<file path="config.mk">
export PLATFORM = sky130hd
export DESIGN_NAME = exotiny_console_mon
export DESIGN_NICKNAME = d
export VERILOG_FILES = /design/src/rtl/exotiny_console_mon.sv
export SDC_FILE = /design/constraint.sdc
export NUM_CORES = 1
export LEC_CHECK = 0
export CORE_ASPECT_RATIO = 0.9
export CORE_MARGIN = 5
export CORE_UTILIZATION = 35
export CTS_BUF_LIST = sky130_fd_sc_hd__clkbuf_4
export CTS_CLUSTER_SIZE = 20
export DETAILED_ROUTE_END_ITERATION = 12
export GPL_TIMING_DRIVEN = 0
export SLEW_MARGIN = 20
export SYNTH_ARGS = -nofsm -noshare
export SYNTH_HDL_FRONTEND = slang
export SYNTH_SLANG_ARGS = --single-unit
</file>
<file path="constraint.sdc">
create_clock -name clk_i -period 4.6 [get_ports clk_i]
set_input_delay 0.46 -clock clk_i [delete_from_list [all_inputs] [get_ports clk_i]]
set_output_delay 0.46 -clock clk_i [all_outputs]
set_load 0.02 [all_outputs]
</file>
<file path="src/rtl/exotiny_console_mon.sv">
// exotiny_console_mon: snoops console/GPIO bus writes into a FWFT byte FIFO
// and latches sticky pass/fail status on the "DONE" / "ERR" firmware tokens.
module exotiny_console_mon #(
    parameter int unsigned DEPTH = 16,
    parameter int unsigned CNTW  = 16
) (
    input  logic                     clk_i,
    input  logic                     rst_i,
    input  logic                     wb_stb_i,
    input  logic                     wb_we_i,
    input  logic                     sel_i,
    input  logic [7:0]               wb_wdat_i,
    output logic                     ch_valid_o,
    output logic [7:0]               ch_data_o,
    input  logic                     ch_ready_i,
    output logic [$clog2(DEPTH):0]   fill_o,
    output logic                     done_o,
    output logic                     err_o,
    output logic                     overflow_o,
    output logic [CNTW-1:0]          drop_cnt_o
);

    localparam int unsigned AW = $clog2(DEPTH);
    localparam int unsigned FW = AW + 1;
    localparam logic [31:0] TOK_DONE = 32'h444F_4E45;
    localparam logic [23:0] TOK_ERR  = 24'h45_5252;

    typedef enum logic [1:0] {
        ST_RUN  = 2'd0,
        ST_PASS = 2'd1,
        ST_FAIL = 2'd2
    } state_e;

    logic            stb_q;
    logic [31:0]     sreg_q, sreg_d;
    state_e          state_q, state_d;
    logic [AW-1:0]   wptr_q, wptr_d;
    logic [AW-1:0]   rptr_q, rptr_d;
    logic [FW-1:0]   fill_q, fill_d;
    logic            ovf_q, ovf_d;
    logic [CNTW-1:0] drop_q, drop_d;
    logic [7:0]      mem_q [DEPTH];

    logic capture_c;
    logic pop_c;
    logic full_c;
    logic push_c;
    logic drop_c;

    // Rising-edge detect on the strobe: one capture per write transaction.
    assign capture_c = wb_stb_i & wb_we_i & sel_i & ~stb_q;
    assign full_c    = (fill_q == FW'(DEPTH));
    assign pop_c     = ch_valid_o & ch_ready_i;
    assign push_c    = capture_c & (~full_c | pop_c);
    assign drop_c    = capture_c & full_c & ~pop_c;

    // Next-state for token tracking, status FSM, FIFO pointers and drop stats.
    always_comb begin
        sreg_d  = sreg_q;
        state_d = state_q;
        wptr_d  = wptr_q;
        rptr_d  = rptr_q;
        fill_d  = fill_q;
        ovf_d   = ovf_q;
        drop_d  = drop_q;

        if (capture_c) begin
            sreg_d = {sreg_q[23:0], wb_wdat_i};
        end

        case (state_q)
            ST_RUN: begin
                if (capture_c) begin
                    if (sreg_d == TOK_DONE) begin
                        state_d = ST_PASS;
                    end else if (sreg_d[23:0] == TOK_ERR) begin
                        state_d = ST_FAIL;
                    end
                end
            end
            ST_PASS: state_d = ST_PASS;
            ST_FAIL: state_d = ST_FAIL;
            default: state_d = ST_RUN;
        endcase

        if (push_c) begin
            wptr_d = wptr_q + AW'(1);
        end
        if (pop_c) begin
            rptr_d = rptr_q + AW'(1);
        end
        if (push_c && !pop_c) begin
            fill_d = fill_q + FW'(1);
        end else if (pop_c && !push_c) begin
            fill_d = fill_q - FW'(1);
        end

        if (drop_c) begin
            ovf_d = 1'b1;
            if (drop_q != {CNTW{1'b1}}) begin
                drop_d = drop_q + CNTW'(1);
            end
        end
    end

    // State registers with synchronous reset.
    always_ff @(posedge clk_i) begin
        if (rst_i) begin
            stb_q   <= 1'b0;
            sreg_q  <= '0;
            state_q <= ST_RUN;
            wptr_q  <= '0;
            rptr_q  <= '0;
            fill_q  <= '0;
            ovf_q   <= 1'b0;
            drop_q  <= '0;
        end else begin
            stb_q   <= wb_stb_i;
            sreg_q  <= sreg_d;
            state_q <= state_d;
            wptr_q  <= wptr_d;
            rptr_q  <= rptr_d;
            fill_q  <= fill_d;
            ovf_q   <= ovf_d;
            drop_q  <= drop_d;
        end
    end

    // FIFO storage; contents need no reset since fill gates visibility.
    always_ff @(posedge clk_i) begin
        if (!rst_i && push_c) begin
            mem_q[wptr_q] <= wb_wdat_i;
        end
    end

    assign ch_valid_o = (fill_q != '0);
    assign ch_data_o  = mem_q[rptr_q];
    assign fill_o     = fill_q;
    assign done_o     = (state_q == ST_PASS);
    assign err_o      = (state_q == ST_FAIL);
    assign overflow_o = ovf_q;
    assign drop_cnt_o = drop_q;

endmodule

</file>
==> run summary <==
Clock share of power: 25.8%
Antenna cell count: 0
# rows: 51
Detailed-route via count: 4456
Number of setup buffers added after CTS: 0
Maximum number of pins on one net before global-route repair: 20
VDD IR-drop max: 0.288 mV
Overall fraction of global-route tracks in use: 13.5%
Area of the mapped netlist: 0.00763 mm²
Area growth from synthesis to final layout: 14.3%
Boundary Pins: 47
Area enclosed by the die boundary: 0.0248 mm²
Kind of critical path: flip-flop to output pin
DRC violations left: 0
Endpoint of the worst hold path: drop_cnt_o[15]
Post-synth EDFFs: 128
Proportion of synthesized chip area in sequential cells: 66.4%
Internal power contribution: 0.00246 W
Synthesized Nets: 542
Share of post-route cells with drive strength above 1: 14.5%
CTS H-Tree Depth: 4
Crit Reg-Reg Endpoint: fill_o[4]
Number of maximum-capacitance constraint violations: 0
Final hold violation count: 0
Setup TNS Final: 0 ns
Clock tree from TritonCTS: done
Largest driver fanout on the critical path: 10
Vias in the first global route: 4603
Routed WL: 16100 µm
Combinational share of power: 19.2%
Number of antenna violations at the first check in global routing: 0
Mean number of vias per cell: 5.04
Crit-path most repeated cell: mux4_2
Synthesized flop and latch total: 189
P per Cell Area: 390 mW/mm²
Initial drt markers: 351
Final weighted congestion in routability-driven placement: 0.838
Cells taking the most area after synthesis: edfxtp_1, dfxtp_1, mux4_2
Antenna Violating Nets Remaining: 0
Buffer depth of the longest clock path: 2
CTS Buf Count: 17
Critical path required time: 4.14 ns
Unrepaired setup endpoints after global routing: false
Max Clk Rate: 272 MHz
Worst hold path class: primary input to flip-flop
Launch point of the worst reg-to-reg path: stb_q
Largest stage delay on the critical path: 0.60 ns
Count leader, synth: edfxtp_1
Final worst path period share: 80.0%
Arrival time at the worst endpoint: 3.22 ns
Hold path start: rst_i
Minimum period implied by the final worst setup slack: 3.68 ns
Leakage power: 2.71 nW
Cells resized by post-CTS repair: 0
Switching power share of the total: 27.7%
Nature of the critical path startpoint: flip-flop
Initial standard-cell utilization of the core: 35.4%
Reported net switching power: 0.000942 W
CTS Root Cell: clkbuf_4
Total congestion overflow: 0
TritonCTS sink count: 189
HPWL reported at the end of detailed placement: 10900 µm
Cts-stage hold buffer count: 0
Number of cells produced by synthesis: 517
Final-layout fill cell count: 2032
Count of TritonRoute iterations in the first routing pass: 5
Sequential share of power: 55.0%
Portion of synthesized cell area occupied by the leading cell type: 50.4%
Hold Path Cell Cnt: 4
Ys flop type: edfxtp_1
Clock Latency Late Sink: 0.57 ns
R2R depth: 12
Largest area contributor in the synthesized netlist: edfxtp_1
Post-Synthesis Mean Instance Area: 14.8 µm²
Worst-path cell chain: clkbuf_1 -> buf_2 -> mux4_2 -> mux4_2 -> clkdlybuf4s50_1
Transition time at the pin with the least slew margin: 1.00 ns
Final hold slack: 0.256 ns
Wire length of the first global-routing pass: 25800 µm
Commonest cells in the netlist: edfxtp_1, nand2_1, dfxtp_1
R2R Setup Slk: 1.49 ns
Final setup fails: 0
Count of nets after finishing: 606
Height of the die: 150 µm
Max Clock Skew: 0.0202 ns
Unique masters post-synth: 49
Share of flip-flops with an asynchronous set or reset after synthesis: 0%
Pins Over Slew Limit: 0
Critical Path End Type: output pin
Die Wd: 166 µm
Yosys warnings: 0
Count of buffers from port buffering: 45
Floorplan core area: 0.0216 mm²
Outcome: finished clean
WL/cell: 18.2 µm
Library cell contributing the largest single delay on the critical path: mux4_2
Worst rel slew slack: 33.0%
Clock slew seen by the registers of the worst setup and hold paths: 0.15 ns
## power groups by stage
stage          clock, W  sequential (W)  combinational (W)
2_1_floorplan         0         0.00192           0.000433
5_1_grt        0.000984         0.00188           0.000719
6_report       0.000879         0.00187           0.000653
3_3_place_gp          0         0.00191           0.000654
4_1_cts        0.000906         0.00187           0.000666
3_5_place_dp          0         0.00191           0.000662
## routing by layer
metal | GRT usage (%) | vias to the layer above | wire length, µm
met3 | 3.38 | 10 | 862
met1 | 18.4 | 2242 | 7410
li1 | - | 2064 | -
met5 | 0 | - | 0
met4 | 2.85 | 0 | 103
met2 | 22.2 | 140 | 7750
## critical path: cells and delay by family, from the launching register on
kind	cells	cell delay, ns
buf+inv	3	1.20
flops	1	0.34
mux	2	1.11
## cells in the final DEF, fill, tap and decap left out, types with 9 or more instances in the layout
cell type / netlist / layout
xnor2_1: 9 / 9
nand2_1: 62 / 62
clkbuf_1: 22 / 22
dfxtp_1: 61 / 61
xor2_1: 11 / 11
nor2_1: 51 / 51
ha_1: 10 / 10
edfxtp_1: 128 / 128
a21oi_1: 30 / 30
mux4_2: 40 / 40
clkdlybuf4s50_1: 0 / 45
clkbuf_4: 0 / 19
## cells by family (layout without fill, tap and decap cells)
family,Yosys count,count (layout),synth area share [%]
AND/OR/NAND/NOR,169,169,11.2
AO/OA/AOI/OAI,48,48,3.67
multiplexers,45,45,12.5
buffers and inverters,35,112,2.02
flip-flops,189,189,66.4
XOR/XNOR,20,20,2.30
adder cells (fa/ha/maj),11,11,1.90
## worst max-delay path by stage
| stage | from | to | slack, ns | cells past startpoint |
|---|---|---|---|---|
| after floorplan | fill_o[0] | fill_o[4] | 1.71 | 11 |
| after global placement | wb_stb_i | fill_o[4] | 0.97 | 13 |
| after detailed placement | wb_stb_i | fill_o[4] | 0.91 | 13 |
| after CTS | flip-flop | ch_data_o[1] | 0.81 | 5 |
| after global routing | flip-flop | ch_data_o[1] | 0.68 | 5 |
| final | flip-flop | ch_data_o[1] | 0.92 | 5 |
## per-stage QoR
| stage | utilization (%) | worst slack [ns] | instance area (µm²) | total power (W) | instances |
|---|---|---|---|---|---|
| 2_1_floorplan | - | 1.71 | 7630 | 0.00235 | 517 |
| 3_3_place_gp | 39.1 | 0.969 | 8440 | 0.00256 | 853 |
| 3_5_place_dp | 39.1 | 0.909 | 8440 | 0.00257 | 853 |
| 4_1_cts | 40.4 | 0.811 | 8720 | 0.00344 | 885 |
| 5_1_grt | 40.4 | 0.684 | 8720 | 0.00358 | 885 |
| 6_report | 40.4 | 0.921 | 8720 | 0.00340 | 885 |
## state kept, by name, indices dropped and copies added, names as in the netlist, named ones only
name / cells
mem_q: 128
sreg_q: 24
stb_q: 1
rptr_q: 4
overflow_o: 1
state_q: 2
drop_cnt_o: 16
wptr_q: 4
fill_o: 5
## area by class of cell
type                            count  area (µm²)  area share (%)
Sequential cell                   189        5060            58.1
Multi-Input combinational cell    293        2410            27.6
Tap cell                          291         364            4.18
Buffer                             30         135            1.55
Inverter                            5        18.8           0.215
Timing Repair Buffer               45         450            5.17
Clock buffer                       19         143            1.64
Clock inverter                     13         134            1.54
Power figures use the tool's default switching activity.
